`config.mk`:
```
export PLATFORM = sky130hd
export DESIGN_NAME = alu_control_seq
export DESIGN_NICKNAME = d
export VERILOG_FILES = /design/src/rtl/alu_ctrl_pkg.sv /design/src/rtl/alu_ctrl_decode.sv /design/src/rtl/alu_control_seq.sv
export SDC_FILE = /design/constraint.sdc
export NUM_CORES = 1
export LEC_CHECK = 0
export BUFFER_PORTS_ARGS = -buffer_cell sky130_fd_sc_hd__buf_2
export CAP_MARGIN = 20
export CORE_ASPECT_RATIO = 1.5
export CORE_MARGIN = 2
export CORE_UTILIZATION = 52
export CTS_CLUSTER_SIZE = 28
export DETAILED_ROUTE_END_ITERATION = 10
export HOLD_SLACK_MARGIN = 0.1
export PLACE_DENSITY = 0.79
export SETUP_SLACK_MARGIN = 0.1
export SLEW_MARGIN = 20
export SYNTH_ARGS = -nofsm -noshare
export SYNTH_HDL_FRONTEND = slang
export SYNTH_SLANG_ARGS = --single-unit
```
`constraint.sdc`:
```
create_clock -name Clk -period 2.05 [get_ports Clk]
set_clock_uncertainty 0.15 [all_clocks]
set_input_delay 0.1025 -clock Clk [delete_from_list [all_inputs] [get_ports Clk]]
set_output_delay 0.1025 -clock Clk [all_outputs]
set_load 0.005 [all_outputs]
```
`src/rtl/alu_ctrl_pkg.sv`:
```
// Shared encodings for the ALU control stage: ALU op codes, MIPS opcode/funct/rt fields,
// HI/LO write modes, FSM states and the decode result record.
package alu_ctrl_pkg;

  localparam logic [3:0] ALU_AND = 4'b0000;
  localparam logic [3:0] ALU_OR  = 4'b0001;
  localparam logic [3:0] ALU_ADD = 4'b0010;
  localparam logic [3:0] ALU_XOR = 4'b0011;
  localparam logic [3:0] ALU_SLL = 4'b0100;
  localparam logic [3:0] ALU_SRL = 4'b0101;
  localparam logic [3:0] ALU_SUB = 4'b0110;
  localparam logic [3:0] ALU_NOR = 4'b0111;
  localparam logic [3:0] ALU_SRA = 4'b1000;
  localparam logic [3:0] ALU_MUL = 4'b1111;

  localparam logic [5:0] OP_SPECIAL  = 6'h00;
  localparam logic [5:0] OP_REGIMM   = 6'h01;
  localparam logic [5:0] OP_J        = 6'h02;
  localparam logic [5:0] OP_JAL      = 6'h03;
  localparam logic [5:0] OP_BEQ      = 6'h04;
  localparam logic [5:0] OP_BNE      = 6'h05;
  localparam logic [5:0] OP_BLEZ     = 6'h06;
  localparam logic [5:0] OP_BGTZ     = 6'h07;
  localparam logic [5:0] OP_ADDI     = 6'h08;
  localparam logic [5:0] OP_ADDIU    = 6'h09;
  localparam logic [5:0] OP_SLTI     = 6'h0A;
  localparam logic [5:0] OP_SLTIU    = 6'h0B;
  localparam logic [5:0] OP_ANDI     = 6'h0C;
  localparam logic [5:0] OP_ORI      = 6'h0D;
  localparam logic [5:0] OP_XORI     = 6'h0E;
  localparam logic [5:0] OP_LUI      = 6'h0F;
  localparam logic [5:0] OP_SPECIAL2 = 6'h1C;
  localparam logic [5:0] OP_SPECIAL3 = 6'h1F;
  localparam logic [5:0] OP_LB       = 6'h20;
  localparam logic [5:0] OP_LH       = 6'h21;
  localparam logic [5:0] OP_LW       = 6'h23;
  localparam logic [5:0] OP_SB       = 6'h28;
  localparam logic [5:0] OP_SH       = 6'h29;
  localparam logic [5:0] OP_SW       = 6'h2B;

  localparam logic [5:0] F_SLL   = 6'h00;
  localparam logic [5:0] F_SRL   = 6'h02;
  localparam logic [5:0] F_SRA   = 6'h03;
  localparam logic [5:0] F_SLLV  = 6'h04;
  localparam logic [5:0] F_SRLV  = 6'h06;
  localparam logic [5:0] F_SRAV  = 6'h07;
  localparam logic [5:0] F_JR    = 6'h08;
  localparam logic [5:0] F_MOVZ  = 6'h0A;
  localparam logic [5:0] F_MOVN  = 6'h0B;
  localparam logic [5:0] F_MFHI  = 6'h10;
  localparam logic [5:0] F_MTHI  = 6'h11;
  localparam logic [5:0] F_MFLO  = 6'h12;
  localparam logic [5:0] F_MTLO  = 6'h13;
  localparam logic [5:0] F_MULT  = 6'h18;
  localparam logic [5:0] F_MULTU = 6'h19;
  localparam logic [5:0] F_ADD   = 6'h20;
  localparam logic [5:0] F_ADDU  = 6'h21;
  localparam logic [5:0] F_SUB   = 6'h22;
  localparam logic [5:0] F_SUBU  = 6'h23;
  localparam logic [5:0] F_AND   = 6'h24;
  localparam logic [5:0] F_OR    = 6'h25;
  localparam logic [5:0] F_XOR   = 6'h26;
  localparam logic [5:0] F_NOR   = 6'h27;
  localparam logic [5:0] F_SLT   = 6'h2A;
  localparam logic [5:0] F_SLTU  = 6'h2B;

  localparam logic [5:0] F2_MADD = 6'h00;
  localparam logic [5:0] F2_MUL  = 6'h02;
  localparam logic [5:0] F2_MSUB = 6'h04;

  localparam logic [4:0] RT_BLTZ = 5'h00;
  localparam logic [4:0] RT_BGEZ = 5'h01;

  localparam logic [1:0] HILO_WRITE = 2'b00;
  localparam logic [1:0] HILO_ACC   = 2'b01;
  localparam logic [1:0] HILO_SUB   = 2'b10;
  localparam logic [1:0] HILO_GPR   = 2'b11;

  typedef enum logic {
    ST_IDLE     = 1'b0,
    ST_MUL_BUSY = 1'b1
  } state_e;

  typedef struct packed {
    logic [3:0] op;
    logic       is_multi;
    logic [1:0] hilo_mode;
    logic       illegal;
  } dec_t;

endpackage

```
`src/rtl/alu_ctrl_decode.sv`:
```
// Pure combinational opcode/funct/rt table; unknown encodings report illegal with op ADD.
module alu_ctrl_decode
  import alu_ctrl_pkg::*;
(
  input  logic [5:0] opcode,
  input  logic [5:0] funct,
  input  logic [4:0] rt,
  output dec_t       dec
);

  always_comb begin
    dec = '{op: ALU_ADD, is_multi: 1'b0, hilo_mode: HILO_WRITE, illegal: 1'b0};
    case (opcode)
      OP_SPECIAL: begin
        case (funct)
          F_AND:                                 dec.op = ALU_AND;
          F_OR, F_MFHI, F_MFLO, F_MTHI, F_MTLO:  dec.op = ALU_OR;
          F_XOR:                                 dec.op = ALU_XOR;
          F_NOR:                                 dec.op = ALU_NOR;
          F_SLL, F_SLLV:                         dec.op = ALU_SLL;
          F_SRL, F_SRLV:                         dec.op = ALU_SRL;
          F_SRA, F_SRAV:                         dec.op = ALU_SRA;
          F_ADD, F_ADDU, F_JR:                   dec.op = ALU_ADD;
          F_SUB, F_SUBU, F_SLT, F_SLTU, F_MOVZ, F_MOVN: dec.op = ALU_SUB;
          F_MULT, F_MULTU: begin
            dec.op       = ALU_MUL;
            dec.is_multi = 1'b1;
          end
          default:                               dec.illegal = 1'b1;
        endcase
      end
      OP_SPECIAL2: begin
        dec.op       = ALU_MUL;
        dec.is_multi = 1'b1;
        case (funct)
          F2_MADD: dec.hilo_mode = HILO_ACC;
          F2_MSUB: dec.hilo_mode = HILO_SUB;
          F2_MUL:  dec.hilo_mode = HILO_GPR;
          default: begin
            dec.op       = ALU_ADD;
            dec.is_multi = 1'b0;
            dec.illegal  = 1'b1;
          end
        endcase
      end
      OP_SPECIAL3:                        dec.op = ALU_AND;
      OP_ANDI:                            dec.op = ALU_AND;
      OP_ORI:                             dec.op = ALU_OR;
      OP_XORI:                            dec.op = ALU_XOR;
      OP_ADDI, OP_ADDIU, OP_LUI, OP_LW, OP_LH, OP_LB,
      OP_SW, OP_SH, OP_SB, OP_J, OP_JAL:  dec.op = ALU_ADD;
      OP_SLTI, OP_SLTIU, OP_BEQ, OP_BNE,
      OP_BLEZ, OP_BGTZ:                   dec.op = ALU_SUB;
      OP_REGIMM: begin
        if (rt == RT_BLTZ || rt == RT_BGEZ) dec.op = ALU_SUB;
        else                                dec.illegal = 1'b1;
      end
      default:                            dec.illegal = 1'b1;
    endcase
  end

endmodule

```
`src/rtl/alu_control_seq.sv`:
```
// ID/EX ALU control: decode + output register (1 cycle when REG_OUT=1), multiply counter FSM.
// ready_out drops while a multiply is in flight or while EX stalls a valid output.
module alu_control_seq
  import alu_ctrl_pkg::*;
#(
  parameter int ALUOP_W = 4,
  parameter int MUL_LAT = 3,
  parameter int REG_OUT = 1
) (
  input  logic               Clk,
  input  logic               Rst,
  input  logic [5:0]         Opcode,
  input  logic [5:0]         funct,
  input  logic [4:0]         rt,
  input  logic               valid_in,
  output logic               ready_out,
  input  logic               stall_in,
  output logic [ALUOP_W-1:0] ALUOp,
  output logic               valid_out,
  output logic               mul_start,
  output logic               hilo_we,
  output logic [1:0]         hilo_mode,
  output logic               illegal
);

  localparam logic [3:0] CNT_INIT = 4'(MUL_LAT - 1);

  dec_t       dec;
  state_e     state, state_nxt;
  logic [3:0] cnt, cnt_nxt;
  logic       accept, dec_wr;
  logic [3:0] op_q;
  logic [1:0] mode_q;
  logic       vld_q, ill_q, start_q, hilo_wr_q, hilo_done;

  alu_ctrl_decode u_decode (
    .opcode (Opcode),
    .funct  (funct),
    .rt     (rt),
    .dec    (dec)
  );

  assign ready_out = (REG_OUT != 0) ? ((state == ST_IDLE) && (!vld_q || !stall_in))
                                    : ((state == ST_IDLE) && !stall_in);
  assign accept    = valid_in && ready_out;
  assign dec_wr    = dec.is_multi && (dec.hilo_mode != HILO_GPR);

  // MUL_LAT=1 never leaves IDLE; the single cycle is carried by mul_start alone.
  always_comb begin
    state_nxt = state;
    cnt_nxt   = cnt;
    if (state == ST_IDLE) begin
      if (accept && dec.is_multi && (MUL_LAT > 1)) begin
        state_nxt = ST_MUL_BUSY;
        cnt_nxt   = CNT_INIT;
      end
    end else begin
      if (cnt != 4'd0)    cnt_nxt   = cnt - 4'd1;
      else if (!stall_in) state_nxt = ST_IDLE;
    end
  end

  always_ff @(posedge Clk or posedge Rst) begin
    if (Rst) begin
      state <= ST_IDLE;
      cnt   <= 4'd0;
    end else begin
      state <= state_nxt;
      cnt   <= cnt_nxt;
    end
  end

  // hilo_done keeps hilo_we to one pulse when a stall parks the FSM at count 0.
  always_ff @(posedge Clk or posedge Rst) begin
    if (Rst) begin
      start_q   <= 1'b0;
      hilo_wr_q <= 1'b0;
      hilo_done <= 1'b0;
    end else begin
      start_q <= accept && dec.is_multi;
      if (accept && dec.is_multi) begin
        hilo_wr_q <= dec_wr;
        hilo_done <= 1'b0;
      end else if (hilo_we) begin
        hilo_done <= 1'b1;
      end
    end
  end

  always_ff @(posedge Clk or posedge Rst) begin
    if (Rst) begin
      op_q   <= 4'd0;
      mode_q <= HILO_WRITE;
      vld_q  <= 1'b0;
      ill_q  <= 1'b0;
    end else if (accept) begin
      op_q   <= dec.op;
      mode_q <= dec.hilo_mode;
      vld_q  <= 1'b1;
      ill_q  <= dec.illegal;
    end else if (!(vld_q && stall_in)) begin
      vld_q  <= 1'b0;
      ill_q  <= 1'b0;
    end
  end

  // op/mode stay put after valid_out drops so EX sees hilo_mode at the final multiply cycle.
  assign ALUOp     = (REG_OUT != 0) ? ALUOP_W'(op_q) : ALUOP_W'(dec.op);
  assign valid_out = (REG_OUT != 0) ? vld_q : accept;
  assign illegal   = (REG_OUT != 0) ? ill_q : (accept && dec.illegal);
  assign hilo_mode = ((REG_OUT != 0) || (state == ST_MUL_BUSY)) ? mode_q : dec.hilo_mode;
  assign mul_start = (REG_OUT != 0) ? start_q : (accept && dec.is_multi);
  assign hilo_we   = (MUL_LAT == 1)
                   ? (mul_start && ((REG_OUT != 0) ? hilo_wr_q : dec_wr))
                   : ((state == ST_MUL_BUSY) && (cnt == 4'd0) && hilo_wr_q && !hilo_done);

endmodule

```
==> results.yml, run 1 <==
clock_network:
  cts_root_buf: "clkbuf_4"
  post-cts-setup-buffer-count: 0
  cts_max_level: 1
  cts_buffer_depth: 2
  path_clk_slew_ns: 0.08
  cts_buffers: 3
  clock_sinks: 16
  clock_latency_ns: 0.28
  cts_tree: "built"
critical_path:
  reg2reg_depth: 4
  regToRegSetupSlack_ns: 0.27
  cp_num_buf_inv: 2
  worst_r2r_startpoint: "state$_DFF_PP0_"
  timing.rr.end: "illegal$_DFFE_PP0P_"
  crit_chain: "inv_1 > ha_1 > or3b_4 > nor3_2 > buf_2"
  start_kind: "flip-flop"
  critical_path_class: "flip-flop to primary output"
  critPathTopFamily: "simple AND/OR/NAND/NOR gates"
  crit_path_max_fanout: 5
  worst_setup_path_end_kind: "primary output"
  cpMaxStageDelayCell: "or3b_4"
  critPathArrivalTime_ns: 1.61
  cpPeakStageDelay_ns: 0.42
  required_ns: 1.80
timing:
  setup_viol_count_final: 0
  min_period_ns: 1.86
  fmax_mhz: 537
  rsz0062_at_grt: "false"
  holdWs_ns: 0.133
  timing.setup.tns_ns: 0
  worst_pin_slew_ns: 0.582
  relSlewSlack_pct: 61.2
  hold_viol: 0
  fin_crit_sh_pct: 90.8
  finalMaxSlewViolations: 0
placed_design:
  gp_congestion: 0.884
  post_dp_cell_area_sq_um: 1330
  io_buffers: 30
  place_hpwl_mm: 2.18
synthesis:
  async_reset_ff_share_pct: 100
  syn_area_per_cell_sq_um: 8.42
  ys_seq_area_share_pct: 33.0
  synthFlopType: "dfrtp_1"
  ys_warn_count: 0
  synth_area_sq_um: 1210
  ys_seq_elements: 16
  yosys-top-cells-area: "dfrtp_1 33%, nand2_1 4.3%, o21ai_0 4.1%"
  synth_edf_count: 0
  synth.most_common_cell: "dfrtp_1"
  yosysTopAreaCell: "dfrtp_1"
  synth.cells.most_frequent: "16 x dfrtp_1, 14 x nand2_1, 13 x nor2_1"
  synth_cells: 144
  netlist.area_leader.share_pct: 33.0
  syn-num-nets: 166
  synth_cell_type_count: 49
floorplanning:
  rows: 21
  pin_count: 32
  fp.dieArea_sq_um: 2740
  die_h_microns: 63.1
  start_util_pct: 54.3
  core-area_sq_um: 2230
  die_w_microns: 43.4
global_routing:
  grt_first_pass_wirelength_mm: 4.95
  grt_overflow_total: 0
  grtUsageTotal_pct: 22.5
  grt_max_degree: 17
  grt_pass1_vias: 1149
  antenna_found_initial: 0
power:
  pwr-share-clk_pct: 15.6
  p_sw_share_pct: 35.6
  pwr-share-seq_pct: 46.1
  leakagePower_nw: 0.638
  finalPower_mw: 1.01
  power.switching_uw: 360
  internal_power_uw: 650
  peakVddDrop_uv: 299
  p_per_area_nw_per_um2: 709
  comb_power_share_pct: 38.3
status:
  status: "finished clean"
layout:
  register_area_sq_um: 400
  finalInstanceArea_sq_um: 1420
  drive_gt1_share_pct: 27.3
  diodes: 0
  multi_input_area_sq_um: 709
  nFillCells: 212
  final_nets: 200
  area_growth_pct: 17.4
routing:
  remaining_drc_errors: 0
  routed-via-count: 1208
  ant_nets: 0
  wl_mm: 2.83
  routedWlPerCell_microns: 14.2
  detail_route.first_pass.iterations: 5
  drt-initial-drc-count: 37
  viasPerCell: 6.07
hold_path:
  hp-start: "funct[5]"
  hold_path_depth: 4
  whs_endpoint: "hilo_mode[0]$_DFFE_PP0P_"
  hold_class: "input pin to flip-flop"
job:
  max_cap_violations: 0
==> worst min-delay path, cell delays in order <==
cell and delay (ns):
buf_2 0.09, or4_4 0.13, a2111o_4 0.14, o31ai_1 0.06
==> power groups by stage <==
stage | clock [mW] | combinational (mW) | sequential (mW)
3_5_place_dp | 0 | 0.374 | 0.469
2_1_floorplan | 0 | 0.264 | 0.455
5_1_grt | 0.173 | 0.442 | 0.475
4_1_cts | 0.164 | 0.389 | 0.465
3_3_place_gp | 0 | 0.355 | 0.460
6_report | 0.158 | 0.387 | 0.465
==> registers in the layout, indices dropped and copies added (netlist names) <==
register   flops
cnt            4
state          1
mul_start      1
ALUOp          4
hilo_mode      2
hilo_done      1
illegal        1
hilo_wr_q      1
valid_out      1
==> per-layer routing <==
metal | up-vias | track usage [%] | part of all wire, %
met5 | - | 0 | 0
met4 | 0 | 10.2 | 3.1
met3 | 8 | 0.860 | 2.3
met2 | 31 | 41.2 | 56
met1 | 575 | 25.8 | 38
li1 | 594 | - | -
==> cell families (layout without fill, tap and decap cells) <==
family / after synthesis / in the layout / share of synthesized area (%)
AND/OR/NAND/NOR: 64 / 64 / 29.6
AO/OA/AOI/OAI: 42 / 42 / 24.3
buffers and inverters: 17 / 49 / 9.08
flip-flops: 16 / 16 / 33.0
XOR/XNOR: 3 / 3 / 2.17
adder cells (fa/ha/maj): 1 / 1 / 1.03
multiplexers: 1 / 1 / 0.826
==> metrics by stage <==
stage          worst slack (ns)  std cells  util, %
2_1_floorplan             0.282        144        -
3_3_place_gp              0.159        190     59.7
3_5_place_dp              0.124        190     59.7
4_1_cts                   0.110        199     63.8
5_1_grt                   0.126        199     63.8
6_report                  0.189        199     63.8
==> worst max-delay path by stage <==
| stage | from | cells after the start | end |
|---|---|---|---|
| 2_1_floorplan | funct[4] | 6 | cnt[0]$_DFFE_PP0P_ |
| 3_3_place_gp | funct[4] | 6 | cnt[0]$_DFFE_PP0P_ |
| 3_5_place_dp | funct[4] | 6 | cnt[0]$_DFFE_PP0P_ |
| 4_1_cts | cnt[0]$_DFFE_PP0P_ | 5 | hilo_we |
| 5_1_grt | cnt[0]$_DFFE_PP0P_ | 5 | hilo_we |
| 6_report | cnt[1]$_DFFE_PP0P_ | 5 | hilo_we |
==> area by class of cell <==
cell class,count,area share (%)
clock buffers,3,1.58
inverters,6,1.58
multi-input cells,111,49.8
flip-flops and latches,16,28.1
well taps,23,2.02
repair buffers,40,16.9
==> placed cells by master (no fill, tap or decap), types with 5 or more instances in the layout <==
| master | netlist | final |
|---|---|---|
| a21oi_1 | 8 | 8 |
| buf_2 | 0 | 30 |
| dfrtp_1 | 16 | 16 |
| dlygate4sd3_1 | 0 | 6 |
| inv_1 | 6 | 5 |
| nand2_1 | 14 | 14 |
| nand3_1 | 8 | 8 |
| nor2_1 | 13 | 13 |
| o21ai_0 | 10 | 10 |
==> timing repair <==
action,CTS,global route
hold buffers,6,0
resized for setup,2,1
hold endpoints to repair,22,0
pin swaps,0,1
setup endpoints to repair,1,1
cloned,0,0
Power figures use the tool's default switching activity.
==> run 2, diff against run 1 <==
CORE_MARGIN = unset   (was 2)
==> run 2 against run 1 <==
- critical path depth stayed put
- clock power increased by 28%
- total power increased by 7.4%
- first-iteration DRC count decreased by 19%
- sequential cell count stayed put
- via count shrank 0.17%
- clock-buffer cell count increased by 1
- worst setup slack worse by 0.025 ns
- utilization up 3.4 points
- global-route usage rose by 1.1 points
- largest power group unchanged
- highest routed layer unchanged
==> results.yml, run 2 (synthesized netlist as in run 1, its figures left out) <==
critical_path:
  start_kind: "flip-flop"
  critical_path_class: "flip-flop to primary output"
  worst_setup_path_end_kind: "primary output"
  crit_end: "hilo_we"
  crit_path_max_fanout: 3
  timing.rr.end: "cnt[3]$_DFFE_PP0P_"
  critPathLaunch: "cnt[0]$_DFFE_PP0P_"
  critPathArrivalTime_ns: 1.63
  reg2reg_depth: 8
  required_ns: 1.80
  regToRegSetupSlack_ns: 0.26
  worst_r2r_startpoint: "cnt[0]$_DFFE_PP0P_"
power:
  pwr-share-clk_pct: 18.7
  p_sw_share_pct: 34.2
  leakagePower_nw: 0.680
  comb_power_share_pct: 38.8
  pwr-share-seq_pct: 42.5
  peakVddDrop_uv: 381
  internal_power_uw: 714
  p_per_area_nw_per_um2: 732
  finalPower_mw: 1.08
  power.switching_uw: 371
floorplanning:
  start_util_pct: 54.9
  fp.dieArea_sq_um: 2530
  die_w_microns: 41.4
  rows: 21
  core-area_sq_um: 2210
  pin_count: 32
  die_h_microns: 61.1
routing:
  ant_nets: 0
  wl_mm: 2.81
  routedWlPerCell_microns: 13.8
  viasPerCell: 5.91
  drt-initial-drc-count: 30
  remaining_drc_errors: 0
  detail_route.first_pass.iterations: 4
  routed-via-count: 1206
clock_network:
  cts_max_level: 1
  path_clk_slew_ns: 0.09
  cts_buffers: 3
  cts_root_buf: "clkbuf_4"
  cts_buffer_depth: 2
  cts_tree: "built"
  clock_sinks: 16
  clock_latency_ns: 0.28
timing:
  timing.setup.tns_ns: 0
  hold_viol: 0
  finalMaxSlewViolations: 0
  worst_pin_slew_ns: 0.582
  relSlewSlack_pct: 61.2
  setup_viol_count_final: 0
  fmax_mhz: 530
  min_period_ns: 1.89
  fin_crit_sh_pct: 92.0
  rsz0062_at_grt: "true"
global_routing:
  met3_usage_pct: 1.76
  grtUsageTotal_pct: 23.6
  grt_overflow_total: 0
  met1_usage_pct: 25.3
  busiest_layer: "met2"
  grt_pass1_vias: 1136
  grt_max_degree: 17
  grt_first_pass_wirelength_mm: 4.73
  antenna_found_initial: 0
  grt.met2_usage_pct: 45.3
job:
  max_cap_violations: 0
placed_design:
  io_buffers: 30
  place_hpwl_mm: 2.12
  gp_congestion: 0.847
layout:
  final_cell_mix: "30 x buf_2, 16 x dfrtp_1, 14 x nand2_1"
  final_common_cell: "buf_2"
  final_nets: 204
  nFillCells: 189
  multi_input_area_sq_um: 724
  drive_gt1_share_pct: 30.4
  diodes: 0
  register_area_sq_um: 400
  area_growth_pct: 22.3
status:
  status: "finished clean"
hold_path:
  hold_class: "input pin to flip-flop"
==> run 2: power groups by stage <==
stage	combinational [mW]	clock [mW]	sequential (mW)
after CTS	0.403	0.212	0.463
after detailed placement	0.377	0	0.468
after global placement	0.354	0	0.460
after global routing	0.480	0.220	0.471
after floorplan	0.264	0	0.455
final	0.421	0.203	0.461
==> run 2: layout make-up <==
type	count	share of cell area, %
Sequential cell	16	27.0
Timing Repair Buffer	44	18.2
Multi-Input combinational cell	111	48.9
Clock buffer	4	2.45
Tap cell	23	1.94
Inverter	6	1.52
==> run 2: worst min-delay path by stage <==
| stage | slack (ns) | cells past startpoint | startpoint | to |
|---|---|---|---|---|
| after global routing | 0.17 | 4 | funct[4] | hilo_mode[0]$_DFFE_PP0P_ |
| after global placement | 0.03 | 2 | Rst | hilo_mode[0]$_DFFE_PP0P_ |
| after CTS | 0.11 | 4 | Opcode[3] | ALUOp[1]$_DFFE_PP0P_ |
| after detailed placement | 0.05 | 2 | Rst | mul_start$_DFF_PP0_ |
| after floorplan | -0.13 | 1 | Rst | ALUOp[0]$_DFFE_PP0P_ |
| final | 0.13 | 4 | Opcode[3] | ALUOp[1]$_DFFE_PP0P_ |
==> run 2: metrics by stage <==
stage	std cells	hold WS [ns]	util [%]	area, sq um	worst slack, ns
4_1_cts	202	0.115	66.1	1460	0.124
5_1_grt	204	0.170	67.2	1480	0.0811
3_3_place_gp	191	0.0296	60.8	1340	0.191
6_report	204	0.125	67.2	1480	0.164
2_1_floorplan	144	-0.134	-	1210	0.282
3_5_place_dp	191	0.0519	60.8	1340	0.181
==> run 2: repair_timing <==
action                     4_1_cts  5_1_grt
buffers inserted                 1        2
pin swaps                        0        2
hold endpoints to repair        22        0
hold buffers                     6        0
gates resized for setup          3        3
setup endpoints to repair        1        4
==> run 2: layer usage <==
layer / vias to the layer above / wire (microns)
met5: - / 0
met4: 0 / 105
met3: 10 / 94
met2: 40 / 1550
met1: 552 / 1060
li1: 604 / -
==> run 2: critical path, cell delays in order (launching register included) <==
cell and delay [ns]:
dfrtp_1 0.40, inv_2 0.07, ha_2 0.17, or3b_4 0.39
nor3_4 0.18, buf_2 0.13
==> run 3, diff against run 2 <==
PLACE_DENSITY = 0.76   (was 0.79)
==> run 3 against run 2 <==
- die area unchanged
- wire length is 0.60% lower
- final area down 0.84%
- sequential power hardly changed
- sequential share of layout area increased by 0.23 points
- global-route usage decreased by 1.4 points
- critical path type unchanged
- non-clock buffer count shrank 1
- first-iteration DRC count down 13%
- critical endpoint unchanged
- worst setup slack better by 0.030 ns
- hold slack about the same
- maximum frequency increased by 1.6%
==> results.yml, run 3 (synthesized netlist as in run 1, its figures left out) <==
layout:
  final_nets: 203
  diodes: 0
  final_common_cell: "buf_2"
  nFillCells: 191
  area_growth_pct: 21.3
  final_cell_mix: "30 x buf_2, 16 x dfrtp_1, 14 x nand2_1"
  drive_gt1_share_pct: 29.6
floorplanning:
  pin_count: 32
  core-area_sq_um: 2210
  rows: 21
  start_util_pct: 54.9
  fp.dieArea_sq_um: 2530
  die_h_microns: 61.1
  die_w_microns: 41.4
power:
  leakagePower_nw: 0.675
  finalPower_mw: 1.04
  peakVddDrop_uv: 293
  p_per_area_nw_per_um2: 705
clock_network:
  path_clk_slew_ns: 0.09
  cts_buffers: 3
  cts_tree: "built"
  clock_sinks: 16
  clock_latency_ns: 0.28
  cts_buffer_depth: 2
  cts_root_buf: "clkbuf_4"
  cts_max_level: 1
global_routing:
  met3_usage_pct: 1.76
  grtUsageTotal_pct: 22.2
  grt_overflow_total: 0
  busiest_layer: "met2"
  grt_pass1_vias: 1048
  grt_max_degree: 17
  met1_usage_pct: 25.6
  antenna_found_initial: 0
  grt_first_pass_wirelength_mm: 4.38
  grt.met2_usage_pct: 40.0
timing:
  worst_pin_slew_ns: 0.584
  rsz0062_at_grt: "false"
  fin_crit_sh_pct: 90.6
  finalMaxSlewViolations: 0
  fmax_mhz: 539
  setup_viol_count_final: 0
  relSlewSlack_pct: 61.1
  min_period_ns: 1.86
  hold_viol: 0
  timing.setup.tns_ns: 0
routing:
  routed-via-count: 1201
  viasPerCell: 5.95
  routedWlPerCell_microns: 13.8
  remaining_drc_errors: 0
  detail_route.first_pass.iterations: 4
  wl_mm: 2.79
  drt-initial-drc-count: 26
  ant_nets: 0
placed_design:
  place_hpwl_mm: 2.03
  io_buffers: 30
  gp_congestion: 0.870
critical_path:
  critical_path_class: "flip-flop to primary output"
  required_ns: 1.80
  cp_num_buf_inv: 2
  crit_chain: "inv_1 > ha_2 > or3b_4 > nor3_4 > buf_2"
  critPathArrivalTime_ns: 1.60
  cpPeakStageDelay_ns: 0.41
  cpMaxStageDelayCell: "dfrtp_1"
  worst_setup_path_end_kind: "primary output"
  crit_path_max_fanout: 4
  start_kind: "flip-flop"
  critPathTopFamily: "simple AND/OR/NAND/NOR gates"
status:
  status: "finished clean"
hold_path:
  hold_class: "input pin to flip-flop"
job:
  max_cap_violations: 0
[run 3: changes by cell type in the layout (fill, tap and decap cells not counted), sizes merged]
cell    change
buf         -1
clkbuf      -1
[run 3: worst paths after layout]
check / startpoint / to / slack, ns / cells after the start
max: cnt[1]$_DFFE_PP0P_ / hilo_we / 0.19 / 5
min: funct[5] / hilo_wr_q$_DFFE_PP0P_ / 0.13 / 4
max reg2reg: cnt[1]$_DFFE_PP0P_ / state$_DFF_PP0_ / 0.27 / 6
min reg2reg: hilo_mode[0]$_DFFE_PP0P_ / hilo_mode[0]$_DFFE_PP0P_ / 0.33 / 2
max in group asynchronous: Rst / cnt[2]$_DFFE_PP0P_ / 1.10 / 3
min in group asynchronous: Rst / ALUOp[2]$_DFFE_PP0P_ / 0.27 / 3
[run 3: final cells by class]
class | instances | area (sq um) | share of cell area [%]
Timing Repair Buffer | 43 | 263 | 17.9
Sequential cell | 16 | 400 | 27.2
Inverter | 6 | 22.5 | 1.53
Tap cell | 23 | 28.8 | 1.96
Multi-Input combinational cell | 111 | 733 | 49.9
Clock buffer | 3 | 22.5 | 1.53
[run 3: metal layers]
| layer | part of all wire (%) | vias up | routed length (microns) |
|---|---|---|---|
| li1 | - | 600 | - |
| met1 | 42 | 562 | 1170 |
| met2 | 53 | 29 | 1470 |
| met3 | 1.9 | 10 | 54 |
| met4 | 3.5 | 0 | 97 |
| met5 | 0 | - | 0 |
[run 3: where the power goes]
| part | internal, mW | switching (mW) |
|---|---|---|
| clock network | 0.0682 | 0.0926 |
| logic | 0.204 | 0.209 |
| registers | 0.399 | 0.0640 |
| total | 0.670 | 0.366 |
[run 3: timing repair]
action,CTS,global route
endpoints found under the setup margin,1,8
endpoints found under the hold margin,22,0
hold buffers,6,0
buffers inserted,0,3
gates resized for setup,2,5
pin swaps,0,3
[run 3: worst reg2reg max path, delay by kind of cell (launching register included)]
family,cells,cell delay (ns)
AND/OR/NAND/NOR,1,0.41
adder cells (fa/ha/maj),1,0.16
flip-flops,1,0.41
buffers and inverters,2,0.22
AO/OA/AOI/OAI,2,0.33
[run 3: per-stage QoR]
step | instance area (sq um) | hold WS [ns] | cells | setup slack, ns | utilization, %
after CTS | 1420 | 0.126 | 199 | 0.143 | 64.5
after global routing | 1470 | 0.149 | 202 | 0.119 | 66.6
after detailed placement | 1330 | 0.0516 | 190 | 0.125 | 60.4
final | 1470 | 0.126 | 202 | 0.193 | 66.6
after global placement | 1330 | 0.0363 | 190 | 0.150 | 60.4
after floorplan | 1210 | -0.134 | 144 | 0.282 | -
